===== config.mk =====
export PLATFORM = sky130hd
export DESIGN_NAME = scaler_counter_bank_flat
export DESIGN_NICKNAME = d
export VERILOG_FILES = /design/src/rtl/scaler_counter_bank_pkg.sv /design/src/rtl/scaler_counter_bank_if.sv /design/src/rtl/scaler_counter_bank_channel.sv /design/src/rtl/scaler_counter_bank.sv /design/src/flat_wrapper.sv
export SDC_FILE = /design/constraint.sdc
export NUM_CORES = 1
export LEC_CHECK = 0
export ABC_AREA = 1
export BUFFER_PORTS_ARGS = -buffer_cell sky130_fd_sc_hd__buf_4
export CORE_AREA = 4 4 272 274
export CTS_CLUSTER_SIZE = 8
export DETAILED_ROUTE_END_ITERATION = 8
export DIE_AREA = 0 0 276 278
export SLEW_MARGIN = 20
export SYNTH_ARGS = -nofsm -noshare
export SYNTH_HDL_FRONTEND = slang
export SYNTH_HIERARCHICAL = 1
export SYNTH_SLANG_ARGS = --single-unit

===== constraint.sdc =====
create_clock -name clk_i -period 2 [get_ports clk_i]
set_input_delay 0.1 -clock clk_i [delete_from_list [all_inputs] [get_ports clk_i]]
set_output_delay 0.1 -clock clk_i [all_outputs]
set_load 0.05 [all_outputs]

===== src/rtl/scaler_counter_bank_pkg.sv =====
// Shared constants for the scaler counter bank and its readout register map.
// Optional feature macro: SCALER_COUNTER_PRESCALE_EN (per-channel prescaler).
package scaler_counter_bank_pkg;

    localparam int DEF_NUM_SCALERS   = 16;
    localparam int DEF_WIDTH         = 16;
    localparam int DEF_ADDR_BITS     = 4;
    localparam int DEF_PRESCALE_BITS = 2;

    // Base of the holding-register window; the bus decoder and software header both key off this.
    localparam logic [31:0] SCALER_REG_MAP_BASE = 32'h0000_0100;

endpackage : scaler_counter_bank_pkg


===== src/rtl/scaler_counter_bank_if.sv =====
// Addressed read port of the scaler counter bank: the readout logic is master, the bank is slave.
interface scaler_counter_bank_if #(
    parameter int WIDTH     = scaler_counter_bank_pkg::DEF_WIDTH,
    parameter int ADDR_BITS = scaler_counter_bank_pkg::DEF_ADDR_BITS
) ();

    logic                 rd_i;
    logic [ADDR_BITS-1:0] addr_i;
    logic [WIDTH-1:0]     data_o;
    logic                 sat_o;
    logic                 valid_o;

    modport master (output rd_i, output addr_i, input data_o, input sat_o, input valid_o);
    modport slave  (input rd_i, input addr_i, output data_o, output sat_o, output valid_o);

endinterface : scaler_counter_bank_if


===== src/rtl/scaler_counter_bank_channel.sv =====
// One channel: saturating live counter, optional prescaler, and the holding register it snapshots into.
// Optional feature macro: SCALER_COUNTER_PRESCALE_EN.
module scaler_counter_channel
    import scaler_counter_bank_pkg::*;
#(
    parameter int WIDTH = DEF_WIDTH
`ifdef SCALER_COUNTER_PRESCALE_EN
    , parameter int PRESCALE_BITS = DEF_PRESCALE_BITS
`endif
) (
    input  logic             clk_i,
    input  logic             rst_i,
    input  logic             flag_i,
    input  logic             period_i,
    output logic [WIDTH-1:0] hold_o,
    output logic             hold_sat_o
);

    logic [WIDTH-1:0] cnt_q, cnt_d, hold_q;
    logic             sat_q, sat_d, hold_sat_q;
    logic             inc;

`ifdef SCALER_COUNTER_PRESCALE_EN
    logic [PRESCALE_BITS-1:0] pre_q, pre_d;

    always_comb begin
        pre_d = pre_q + PRESCALE_BITS'(flag_i);
        inc   = flag_i && (pre_q == '1);
    end
`else
    always_comb inc = flag_i;
`endif

    // The period-cycle flag is folded in here, so the snapshot takes cnt_d rather than cnt_q.
    always_comb begin
        cnt_d = cnt_q;
        if (inc && (cnt_q != '1)) cnt_d = cnt_q + WIDTH'(1);
        sat_d = sat_q | (cnt_d == '1);
    end

    // NOTE: sequential state uses non-blocking assignments so every register samples pre-edge values.
    always_ff @(posedge clk_i) begin
        if (rst_i) begin
            cnt_q      <= '0;
            sat_q      <= 1'b0;
            hold_q     <= '0;
            hold_sat_q <= 1'b0;
`ifdef SCALER_COUNTER_PRESCALE_EN
            pre_q      <= '0;
`endif
        end else if (period_i) begin
            hold_q     <= cnt_d;
            hold_sat_q <= sat_d;
            cnt_q      <= '0;
            sat_q      <= 1'b0;
`ifdef SCALER_COUNTER_PRESCALE_EN
            pre_q      <= '0;
`endif
        end else begin
            cnt_q <= cnt_d;
            sat_q <= sat_d;
`ifdef SCALER_COUNTER_PRESCALE_EN
            pre_q <= pre_d;
`endif
        end
    end

    assign hold_o     = hold_q;
    assign hold_sat_o = hold_sat_q;

endmodule : scaler_counter_channel


===== src/rtl/scaler_counter_bank.sv =====
// Bank of saturating scaler counters with atomic period snapshot and a registered addressed read port.
// Optional feature macro: SCALER_COUNTER_PRESCALE_EN (per-channel prescaler ahead of each counter).
module scaler_counter_bank
    import scaler_counter_bank_pkg::*;
#(
    parameter int NUM_SCALERS   = DEF_NUM_SCALERS,
    parameter int WIDTH         = DEF_WIDTH,
    parameter int ADDR_BITS     = DEF_ADDR_BITS,
    parameter int PRESCALE_BITS = DEF_PRESCALE_BITS
) (
    input  logic                   clk_i,
    input  logic                   rst_i,
    input  logic [NUM_SCALERS-1:0] scaler_i,
    input  logic                   period_i,
    output logic                   update_o,
    scaler_counter_bank_if.slave   bus
);

    if ((1 << ADDR_BITS) < NUM_SCALERS) begin : g_bad_addr_bits
        $error("ADDR_BITS too narrow for NUM_SCALERS");
    end
    if (PRESCALE_BITS < 1) begin : g_bad_prescale_bits
        $error("PRESCALE_BITS must be at least 1");
    end

    logic [WIDTH-1:0]       hold_data [NUM_SCALERS];
    logic [NUM_SCALERS-1:0] hold_sat;

    for (genvar n = 0; n < NUM_SCALERS; n++) begin : g_chan
        scaler_counter_channel #(
            .WIDTH(WIDTH)
`ifdef SCALER_COUNTER_PRESCALE_EN
            , .PRESCALE_BITS(PRESCALE_BITS)
`endif
        ) u_chan (
            .clk_i     (clk_i),
            .rst_i     (rst_i),
            .flag_i    (scaler_i[n]),
            .period_i  (period_i),
            .hold_o    (hold_data[n]),
            .hold_sat_o(hold_sat[n])
        );
    end

    logic             addr_ok;
    logic [WIDTH-1:0] rd_data_d, rd_data_q;
    logic             rd_sat_d, rd_sat_q;
    logic             valid_q, update_q;

    // Unmapped addresses read as zero but still complete the handshake.
    always_comb begin
        rd_data_d = '0;
        rd_sat_d  = 1'b0;
        addr_ok   = int'(bus.addr_i) < NUM_SCALERS;
        for (int n = 0; n < NUM_SCALERS; n++) begin
            if (addr_ok && (bus.addr_i == ADDR_BITS'(n))) begin
                rd_data_d = hold_data[n];
                rd_sat_d  = hold_sat[n];
            end
        end
    end

    always_ff @(posedge clk_i) begin
        if (rst_i) begin
            rd_data_q <= '0;
            rd_sat_q  <= 1'b0;
            valid_q   <= 1'b0;
            update_q  <= 1'b0;
        end else begin
            valid_q  <= bus.rd_i;
            update_q <= period_i;
            if (bus.rd_i) begin
                rd_data_q <= rd_data_d;
                rd_sat_q  <= rd_sat_d;
            end
        end
    end

    assign bus.data_o  = rd_data_q;
    assign bus.sat_o   = rd_sat_q;
    assign bus.valid_o = valid_q;
    assign update_o    = update_q;

endmodule : scaler_counter_bank


===== src/flat_wrapper.sv =====
// flat-port wrapper written by rule: the top's interface ports become plain ports
module scaler_counter_bank_flat import scaler_counter_bank_pkg::*;
#(
    parameter int NUM_SCALERS   = DEF_NUM_SCALERS,
    parameter int WIDTH         = DEF_WIDTH,
    parameter int ADDR_BITS     = DEF_ADDR_BITS,
    parameter int PRESCALE_BITS = DEF_PRESCALE_BITS
)
  (clk_i, rst_i, scaler_i, period_i, update_o, bus_rd_i, bus_addr_i, bus_data_o, bus_sat_o, bus_valid_o);
  scaler_counter_bank_if #(.WIDTH(WIDTH), .ADDR_BITS(ADDR_BITS)) bus_i ();
  input  logic clk_i;
  input  logic rst_i;
  input  logic [NUM_SCALERS-1:0] scaler_i;
  input  logic period_i;
  output logic update_o;
  input wire logic [$bits(bus_i.rd_i)-1:0] bus_rd_i;
  input wire logic [$bits(bus_i.addr_i)-1:0] bus_addr_i;
  output wire logic [$bits(bus_i.data_o)-1:0] bus_data_o;
  output wire logic [$bits(bus_i.sat_o)-1:0] bus_sat_o;
  output wire logic [$bits(bus_i.valid_o)-1:0] bus_valid_o;
  assign bus_i.rd_i = bus_rd_i;
  assign bus_i.addr_i = bus_addr_i;
  assign bus_data_o = bus_i.data_o;
  assign bus_sat_o = bus_i.sat_o;
  assign bus_valid_o = bus_i.valid_o;
  scaler_counter_bank #(.NUM_SCALERS(NUM_SCALERS), .WIDTH(WIDTH), .ADDR_BITS(ADDR_BITS), .PRESCALE_BITS(PRESCALE_BITS)) u_core (.clk_i(clk_i), .rst_i(rst_i), .scaler_i(scaler_i), .period_i(period_i), .update_o(update_o), .bus(bus_i));
endmodule

==> Yosys cells after proc, flatten, opt, wreduce, memory -nomap -nowiden <==
Index checks and enable logic that the tools add are counted.
Widths: inputs -> output; s select.
{ "totals": {"input_bits": 24, "latch_bits": 0, "reg_bits": 563, "mem_count": 0, "ram_bits": 0, "output_inout_bits": 19, "rom_bits": 0, "elab_cells": 213} }
{ "classes": {"shifts": 0, "mul": 0, "n_mux": 48, "eq_ne": 47, "n_lt_le_gt_ge": 0, "reduce_logical": 18, "n_addsub": 16, "bitwise": 16, "div_mod_pow": 0} }
{ "op_table": {"columns": ["op", "n"], "rows": [
  ["$mux 16", 32],
  ["$add 16x1->16 const B", 16],
  ["$eq 16x16->1 const B", 16],
  ["$ne 16x16->1 const B", 16],
  ["$eq 4x4->1 const B", 8],
  ["$eq 4x3->1 const B", 4],
  ["$logic_and 1x1->1", 16],
  ["$mux 1", 16],
  ["$or 1x1->1", 16],
  ["$eq 4x2->1 const B", 2],
  ["$eq 4x1->1 const B", 1],
  ["$logic_not 4->1", 1],
  ["$reduce_or 2->1", 1]
]} }

==> Logic depth before layout (Yosys ltp) <==
Gate-level depths: netlist (run 1).
{ "logic_depth": {"word_depth": 17, "ltp_mapped": 16, "depth_no_buf": 16} }

==> Cells and area by module <==
The synthesis (run 1) kept the hierarchy.
{ "by_module_without_submodules": {"columns": ["mod", "n_inst", "seq_area_each_um2", "cells_each", "area_per_inst_um2"], "rows": [
  ["scaler_counter_channel (u_core.g_chan[0].u_chan ...)", 15, 680.7, 254, 1684.1],
  ["scaler_counter_bank", 1, 380.4, 606, 2960.3],
  ["scaler_counter_channel (u_core.g_chan[9].u_chan)", 1, 680.7, 254, 1702.9]
]} }

==> Worst setup path before layout (run 1) <==
No wires, ideal clock.
{ "synth_path": {"kind": "register -> register", "from": "register u_core.g_chan[0].u_chan.cnt_q[0]", "to": "register u_core.g_chan[0].u_chan.hold_sat_q", "n_path_buf": 0, "path_stages_with_launch": 17, "setup_time_ns": 0.112, "synth_period_minus_slack_ns": 1.756, "slack_ns": 0.244, "arrival_time_ns": 1.643, "required_ns": 1.888, "path_cell_list": "dfxtp_1 > ha_1 > nand2_2 > nor2_4 > nand2_4 > inv_1 > nand2_2 > nand2_1 > nand2_1 > nand2_1 > nor2_1 > nand2_1 > nor2_1 > nand2_1 > nand2_1 > nand2_1 > nand2_1"} }
{ "synth_between": {"elab_chain_cells": 5, "word_cells_on_any_way": 6, "classes_between": "add/sub: 1; eq/ne: 2; mux: 1; bitwise: 1; reduce/logical: 1"} }
{ "synth_rtl": {"columns": ["element", "line", "source"], "rows": [
  ["from (decl)", "scaler_counter_bank_channel.sv:19", "logic [WIDTH-1:0] cnt_q, cnt_d, hold_q;"],
  ["from (signal assigned)", "scaler_counter_bank_channel.sv:60", "cnt_q <= cnt_d;"],
  ["branches (longest 2 deep; another with $add 16x1->16)", null, null],
  ["$mux 16 (*)", "scaler_counter_bank_channel.sv:37", "if (inc && (cnt_q != '1)) cnt_d = cnt_q + WIDTH'(1);"],
  ["$eq 16x16->1 (*)", "scaler_counter_bank_channel.sv:38", "sat_d = sat_q | (cnt_d == '1);"],
  ["$or 1x1->1 (*)", "scaler_counter_bank_channel.sv:38", null],
  ["to (signal assigned)", "scaler_counter_bank_channel.sv:53", "hold_sat_q <= sat_d;"],
  ["to (decl)", "scaler_counter_bank_channel.sv:20", "logic sat_q, sat_d, hold_sat_q;"]
]} }
Every way passes the cells marked *.
A chain may end at the register's enable or synchronous reset.

==> Final worst setup path (run 1) <==
{ "layout_path": {"from": "register u_core.g_chan[4].u_chan.cnt_q[1]", "to": "register u_core.g_chan[4].u_chan.hold_sat_q"} }
{ "layout_between": {"elab_chain_cells": 5, "word_cells_on_any_way": 6, "classes_between": "add/sub: 1; eq/ne: 2; mux: 1; bitwise: 1; reduce/logical: 1"} }
{ "layout_rtl": {"columns": ["element", "line"], "rows": [
  ["from (decl)", "scaler_counter_bank_channel.sv:19"],
  ["from (signal assigned)", "scaler_counter_bank_channel.sv:60"],
  ["branches (longest 2 deep; another with $add 16x1->16)", null],
  ["$mux 16 (*)", "scaler_counter_bank_channel.sv:37"],
  ["$eq 16x16->1 (*)", "scaler_counter_bank_channel.sv:38"],
  ["$or 1x1->1 (*)", "scaler_counter_bank_channel.sv:38"],
  ["to (signal assigned)", "scaler_counter_bank_channel.sv:53"],
  ["to (decl)", "scaler_counter_bank_channel.sv:20"]
]} }
Marks and branches as above.

==> results of run 1 <==
-- sequential cells by signal, indices dropped and copies added, names as in the netlist --
signal                           cells
u_core/g_chan.u_chan/sat_q          16
u_core/g_chan.u_chan/cnt_q         256
u_core/bus.valid_o                   1
u_core/g_chan.u_chan/hold_sat_o     16
u_core/update_o                      1
u_core/bus.sat_o                     1
u_core/bus.data_o                   16
u_core/g_chan.u_chan/hold_o        256
-- metrics by stage --
stage	TNS (ns)	std cells	hold WS, ns	power (mW)
after floorplan	0	4670	0.207	12.8
after global placement	-2.10	5860	0.411	13.6
after detailed placement	-3.23	5860	0.412	13.6
after CTS	0	5974	0.292	25.8
after global routing	-0.191	6003	0.358	26.5
final	0	6004	0.344	25.6
-- per-layer routing --
| metal | up-vias | share of wire [%] |
|---|---|---|
| met5 | - | 0 |
| met4 | 0 | 3.1 |
| met3 | 161 | 5.6 |
| met2 | 789 | 44 |
| met1 | 13380 | 48 |
| li1 | 15377 | - |
-- kinds of logic (layout without fill, tap and decap cells) --
logic type,count (synthesis),in the layout
other,0,1
flip-flops,563,563
adder cells (fa/ha/maj),16,16
XOR/XNOR,32,32
AO/OA/AOI/OAI,393,393
buffers and inverters,503,886
AND/OR/NAND/NOR,3163,3163
-- worst paths after layout --
kind	startpoint	end	slack, ns	cells after the start
worst max-delay path	u_core/g_chan[4].u_chan/cnt_q[1]	u_core/g_chan[4].u_chan/hold_sat_o	0.12	16
worst min-delay path	bus_addr_i[0]	u_core/bus.sat_o	0.34	8
worst max register to register	u_core/g_chan[4].u_chan/cnt_q[1]	u_core/g_chan[4].u_chan/hold_sat_o	0.12	16
worst min register to register	u_core/g_chan[7].u_chan/hold_sat_o	u_core/g_chan[7].u_chan/hold_sat_o	0.45	2
-- cells in the final DEF, fill, tap and decap left out, types with 2 or more instances in the layout --
cell           Yosys  layout
inv_2             25      25
xnor2_1           16      16
nand2_4           20      30
inv_6              0       4
or2_1              2       2
clkbuf_1          57       7
clkbuf_8           0       3
nor2_4            85      88
nand4_1          123     123
xor2_1            16      16
nor2_1           816     750
dfxtp_2            0      91
nand3b_1          32      32
dlygate4sd3_1      0      19
o21bai_1          64      64
nor2_8            16      16
nand2_1         1689    1641
buf_6             18       2
a21oi_1           60      59
nor2_2            37     100
clkbuf_16          0      81
buf_4              4     354
dfxtp_1          563     472
or2_2             11      11
nand2_2           80     118
ha_4               0      15
clkinv_1          17      17
o21ai_0          266     266
nand3_1          249     248
o21ai_1            3       3
buf_12             0       3
inv_1            371     371
-- cell type report --
class	instances	area [um^2]	area share, %
Sequential cell	563	11400	31.3
Timing Repair Buffer	378	2930	8.06
Clock buffer	91	2090	5.76
Multi-Input combinational cell	3604	17200	47.2
Inverter	413	1550	4.27
Clock inverter	4	35.0	0.0964
Antenna cell	1	2.50	0.00689
Tap cell	950	1190	3.27
-- worst register-to-register path: stages (launching register included) --
cell     delay, ns
dfxtp_2       0.36
ha_4          0.15
nand2_2       0.06
nor2_4        0.16
nand2_4       0.09
nor2_8        0.12
buf_12        0.12
nor2_1        0.04
nand2_1       0.07
nand2_2       0.08
nor2_1        0.13
nand2_1       0.07
nor2_1        0.12
nand2_1       0.08
nand2_1       0.07
nand2_1       0.06
nand2_1       0.06
-- timing repair --
item,4_1_cts,5_1_grt
setup endpoints to repair,3,32
endpoints found under the hold margin,44,0
resized for setup,2,251
setup buffers,0,29
hold buffers,19,0
cloned,0,0
pin swaps,0,129
-- power groups by stage --
stage	clock network, mW	logic, mW	registers (mW)
after global routing	12.8	2.05	11.7
after detailed placement	0	1.76	11.9
after global placement	0	1.76	11.9
final	12.1	1.84	11.7
after floorplan	0	0.950	11.9
after CTS	12.4	1.81	11.7
==> summary.md, run 1 <==
| Metric | Value |
|---|---|
| Clock network fraction of total power | `47.2%` |
| Critical path required time | `2.56 ns` |
| GRT met1 Usage | `32.6%` |
| Vias in the first global route | `26895` |
| Area growth syn-to-layout | `21.4%` |
| Main combinational cell family by area after synthesis | `simple AND/OR/NAND/NOR gates` |
| Post-synthesis register bit count | `563` |
| Mapped cell area | `29900 um^2` |
| Switching Fraction | `24.3%` |
| Core Area | `71400 um^2` |
| Outcome | `completed` |
| Worst setup SP type | `flip-flop` |
| WL/cell | `15.2 um` |
| Fin crit period | `1.88 ns` |
| Total GRT Usage | `22.8%` |
| Cell taking the most area after synthesis | `dfxtp_1` |
| Final Hold Fails | `0` |
| GPL Wtd Cong | `0.965` |
| Max-Cap Viols | `0` |
| Synth Area in Simple Gates | `46.8%` |
| Remaining antenna violation count after routing | `0` |
| Share of post-route cells with drive strength above 1 | `18.7%` |
| Post-DP HPWL | `69.9 mm` |
| Sequential share of the synthesized area | `37.7%` |
| Row count | `98` |
| Share of the synthesized area in the top cell type | `37.7%` |
| Crit path largest cell delay | `0.36 ns` |
| Final-report setup violation count | `0` |
| Asr flop ratio synth | `0%` |
| Largest cells by area after synthesis | `dfxtp_1, nand2_1, nor2_1` |
| Die Height | `278 um` |
| Fmax | `0.531 GHz` |
| Initial antenna violation count | `0` |
| Crit path kind | `flip-flop to flip-flop` |
| Compound-Gate Fraction of Synth Area | `7.11%` |
| Synth warn | `6` |
| Worst-skew pair later-pin latency | `0.61 ns` |
| Largest net degree at the start of global routing | `34` |
| Post-synth EDFFs | `0` |
| Relative slew slack | `46.8%` |
| Nets | `5081` |
| CTS sink cnt | `563` |
| CTS clk-pin slew, worst paths | `0.05 ns` |
| Area after DPL | `33100 um^2` |
| Setup ws final | `0.116 ns` |
| Critical path capture point type | `flip-flop` |
| Met2 usage | `35.4%` |
| Final core occ | `50.9%` |
| Vias per cell | `4.95` |
| Worst EP arrival | `2.44 ns` |
| Post-Synth Adder-Cell Area | `0.669%` |
| DR pass1 iterations | `6` |
| Width of the chip | `276 um` |
| PD cells | `705 nW/um^2` |
| Period utilisation layout | `94.2%` |
| Worst-Margin Slew | `0.797 ns` |
| Peak supply drop | `0.593 mV` |
| Synth Area in XOR/XNOR | `0.937%` |
| Max-slew violation count | `0` |
| Crit-path slowest cell | `dfxtp_2` |
| Num CTS Buffers | `81` |
| Static leakage | `14.7 nW` |
| Via Count | `29707` |
| Sw power | `6.21 mW` |
| Pre-CTS setup slack | `-0.269 ns` |
| Number of fill cells | `7300` |
| Flop pwr share | `45.6%` |
| Crit path buf inv count | `1` |
| Post-Syn Nets | `4710` |
| Cells after Synth | `4670` |
| First-pass GRT wire length | `144 mm` |
| CTS tree | `built` |
| Clk root buf | `clkbuf_16` |
| Gate power share | `7.2%` |
| GRT overflow | `0` |
| Fin area | `36300 um^2` |
| Top-count cell post-synth | `nand2_1` |
| Avg Inst Size Synth | `6.41 um^2` |
| Initial Util | `41.9%` |
| Synth cell types | `30` |
| Total internal power | `19.4 mW` |
| Critical Path Fanout Max | `6` |
| Clock Tree Buf Depth | `3` |
| Grt met3 use | `3.43%` |
| Post-Route WL | `91.1 mm` |
| Initial DRC Count | `2289` |
| Busiest layer in global routing | `met2` |
| Post-synth top cells | `nand2_1, nor2_1, dfxtp_1, inv_1, o21ai_0` |
| RSZ-0062 raised after global routing | `true` |
| Worst min path class | `primary input to flip-flop` |
| PortBufs | `42` |
| Clock Skews | `0.0223 ns` |
| Delay-heaviest family, CP | `simple AND/OR/NAND/NOR gates` |
| Die Area | `76700 um^2` |
| H-tree depth | `3` |
| Most frequent CP cell | `nand2_1` |
| Mux share of post-synthesis cell area | `0%` |
| Prevailing post-synth register cell | `dfxtp_1` |
| Critical Path, Cell by Cell | `ha_4 > nand2_2 > nor2_4 > nand2_4 > nor2_8 > buf_12 > nor2_1 > nand2_1 > nand2_2 > nor2_1 > nand2_1 > nor2_1 > nand2_1 > nand2_1 > nand2_1 > nand2_1` |
| Top-level I/O count | `43` |
| Number of remaining DRC errors | `0` |
(Power assumes the default switching activity.)
==> inputs of run 2 (changes only) <==
--- a/config.mk
+++ b/config.mk
@@ -9,4 +9,5 @@
 export BUFFER_PORTS_ARGS = -buffer_cell sky130_fd_sc_hd__buf_4
 export CORE_AREA = 4 4 272 274
+export CTS_BUF_LIST = sky130_fd_sc_hd__clkbuf_8
 export CTS_CLUSTER_SIZE = 8
 export DETAILED_ROUTE_END_ITERATION = 8
==> constraint.sdc (replaced) <==
create_clock -name clk_i -period 2 [get_ports clk_i]
set_input_delay 0.1 -clock clk_i [delete_from_list [all_inputs] [get_ports clk_i]]
set_output_delay 0.1 -clock clk_i [all_outputs]
set_load 0.005 [all_outputs]
==> summary.md, run 2 (same netlist as run 1, synthesis figures left out) <==
| Metric | Value |
|---|---|
| Initial Util | `41.9% (unchanged)` |
| Flop pwr share | `48.3% (was 45.6%)` |
| Fmax | `0.530 GHz (was 0.531 GHz)` |
| Crit path kind | `flip-flop to flip-flop (unchanged)` |
| Number of remaining DRC errors | `0 (unchanged)` |
| First-pass GRT wire length | `144 mm (about the same)` |
| Sw power | `6.21 mW (about the same)` |
| Fin crit period | `1.89 ns (was 1.88 ns)` |
| Nets | `5097 (was 5081)` |
| Cells after DPL | `5860 (unchanged)` |
| Outcome | `completed (unchanged)` |
| Width of the chip | `276 um (unchanged)` |
| Area growth syn-to-layout | `20.9% (was 21.4%)` |
| Core Area | `71400 um^2 (unchanged)` |
| Total GRT Usage | `22.7% (was 22.8%)` |
| PortBufs | `42 (unchanged)` |
| CTS tree | `built (unchanged)` |
| Crit-path slowest cell | `dfxtp_2 (unchanged)` |
| Static leakage | `14.7 nW (about the same)` |
| DR pass1 iterations | `6 (unchanged)` |
| Top-level I/O count | `43 (unchanged)` |
| CTS sink cnt | `563 (unchanged)` |
| Via Count | `29725 (was 29707)` |
| Relative slew slack | `45.7% (was 46.8%)` |
| Row count | `98 (unchanged)` |
| Max-slew violation count | `0 (unchanged)` |
| Period utilisation layout | `94.4% (was 94.2%)` |
| Worst setup SP type | `flip-flop (unchanged)` |
| Pre-CTS setup slack | `-0.269 ns (unchanged)` |
| Post-Route WL | `91.1 mm (about the same)` |
| Worst-Margin Slew | `0.814 ns (was 0.797 ns)` |
| Layout Cells excl Fill | `6083 (was 6004)` |
| Most frequent cells in the layout | `nand2_1, nor2_1, dfxtp_1 (unchanged)` |
| GPL Wtd Cong | `0.965 (unchanged)` |
| Delay-heaviest family, CP | `simple AND/OR/NAND/NOR gates (unchanged)` |
| Max-Cap Viols | `0 (unchanged)` |
| Critical Path, Cell by Cell | `ha_4 > nand2_2 > nor2_4 > nand2_4 > nor2_8 > buf_12 > nor2_1 > nand2_1 > nand2_2 > nor2_2 > nand2_1 > nor2_1 > nand2_1 > nand2_1 > nand2_1 > nand2_1 (was ha_4 > nand2_2 > nor2_4 > nand2_4 > nor2_8 > buf_12 > nor2_1 > nand2_1 > nand2_2 > nor2_1 > nand2_1 > nor2_1 > nand2_1 > nand2_1 > nand2_1 > nand2_1)` |
| Switching Fraction | `25.7% (was 24.3%)` |
| Clock Skews | `0.0290 ns (was 0.0223 ns)` |
| Clk root buf | `clkbuf_8 (was clkbuf_16)` |
| Most common cell after layout, fill and taps aside | `nand2_1 (unchanged)` |
| Post-DP HPWL | `69.9 mm (unchanged)` |
| Die Height | `278 um (unchanged)` |
| PD cells | `667 nW/um^2 (was 705 nW/um^2)` |
| Fin area | `36200 um^2 (was 36300 um^2)` |
| GRT overflow | `0 (unchanged)` |
| WL/cell | `15.0 um (was 15.2 um)` |
| Clock Tree Buf Depth | `3 (unchanged)` |
| Most frequent CP cell | `nand2_1 (unchanged)` |
| Area after DPL | `33100 um^2 (unchanged)` |
| Gate power share | `7.4% (was 7.2%)` |
| RSZ-0062 raised after global routing | `true (unchanged)` |
| Clock network fraction of total power | `44.3% (was 47.2%)` |
| Largest net degree at the start of global routing | `34 (unchanged)` |
| H-tree depth | `3 (unchanged)` |
| Worst-skew pair later-pin latency | `0.71 ns (was 0.61 ns)` |
| Die Area | `76700 um^2 (unchanged)` |
| Share of post-route cells with drive strength above 1 | `19.5% (was 18.7%)` |
| Crit path buf inv count | `1 (unchanged)` |
| Setup ws final | `0.111 ns (was 0.116 ns)` |
| Vias per cell | `4.89 (was 4.95)` |
| CTS clk-pin slew, worst paths | `0.06 ns (was 0.05 ns)` |
| Remaining antenna violation count after routing | `0 (unchanged)` |
| Critical Path Fanout Max | `6 (unchanged)` |
| Final core occ | `50.7% (was 50.9%)` |
| Setup total negative slack | `0 ns (unchanged)` |
| Worst EP arrival | `2.54 ns (was 2.44 ns)` |
| Total internal power | `17.9 mW (was 19.4 mW)` |
| Crit path largest cell delay | `0.36 ns (about the same)` |
| Worst min path class | `primary input to flip-flop (unchanged)` |
| Peak supply drop | `0.513 mV (was 0.593 mV)` |
| Tot Pwr | `24.1 mW (was 25.6 mW)` |
| Initial DRC Count | `2405 (was 2289)` |
| Final-report setup violation count | `0 (unchanged)` |
| Vias in the first global route | `26933 (was 26895)` |
| Initial antenna violation count | `2 (was 0)` |
| Hold_ws | `0.246 ns (was 0.344 ns)` |
| Critical path capture point type | `flip-flop (unchanged)` |
| Num CTS Buffers | `95 (was 81)` |
| Critical path required time | `2.65 ns (was 2.56 ns)` |
| Final Hold Fails | `0 (unchanged)` |
==> run 2: cell count changes in the layout (fill, tap and decap cells not counted), sizes merged <==
| cell | change |
|---|---|
| diode | +6 |
| inv | +30 |
| bufinv | +4 |
| clkinvlp | +4 |
| clkinv | +6 |
| dlygate4sd3 | +1 |
| buf | +1 |
| clkbuf | +27 |
==> run 2: path summary, 6_finish.rpt <==
path                                                          from                                  to  slack (ns)  cells past startpoint
worst max-delay path              u_core/g_chan[4].u_chan/cnt_q[1]  u_core/g_chan[4].u_chan/hold_sat_o        0.11                     16
worst min-delay path                                 bus_addr_i[0]                    u_core/bus.sat_o        0.25                      8
worst max register to register    u_core/g_chan[4].u_chan/cnt_q[1]  u_core/g_chan[4].u_chan/hold_sat_o        0.11                     16
worst min register to register  u_core/g_chan[7].u_chan/hold_sat_o  u_core/g_chan[7].u_chan/hold_sat_o        0.45                      2
==> run 2: final cells by class <==
class                      count  area [um^2]
multi-input combinational   3604        17100
antenna                        7         17.5
tap                          950         1190
timing repair buffer         380         2950
inverter                     413         1550
clock buffer                 118         1620
fill                        7314        35200
sequential                   563        11400
clock inverter                48          328
==> run 2: worst register-to-register path, stage by stage, from the launching register on <==
cell and delay, ns:
dfxtp_2 0.36, ha_4 0.15, nand2_2 0.06, nor2_4 0.16
nand2_4 0.09, nor2_8 0.12, buf_12 0.12, nor2_1 0.04
nand2_1 0.07, nand2_2 0.09, nor2_2 0.13, nand2_1 0.06
nor2_1 0.11, nand2_1 0.07, nand2_1 0.07, nand2_1 0.06
nand2_1 0.06
==> run 2: power by group through the flow <==
stage,Combinational (mW),Clock (mW),Sequential (mW)
after floorplan,0.950,0,11.8
after global placement,1.70,0,11.9
after detailed placement,1.71,0,11.9
after CTS,1.75,11.0,11.6
after global routing,1.99,11.5,11.7
final,1.79,10.7,11.7
==> run 2: layer usage <==
layer / up-vias / track usage [%] / part of all wire [%]
met4: 0 / 7.23 / 3.2
met3: 172 / 3.56 / 5.5
met5: - / 0 / 0
met2: 748 / 35.1 / 43
met1: 13358 / 32.5 / 48
li1: 15447 / - / -
==> run 2: repair_timing <==
item / 4_1_cts / 5_1_grt
gates resized for setup: 2 / 259
endpoints found under the setup margin: 3 / 32
hold buffers: 20 / 0
pin swaps: 0 / 112
endpoints found under the hold margin: 188 / 0
buffers inserted: 0 / 30
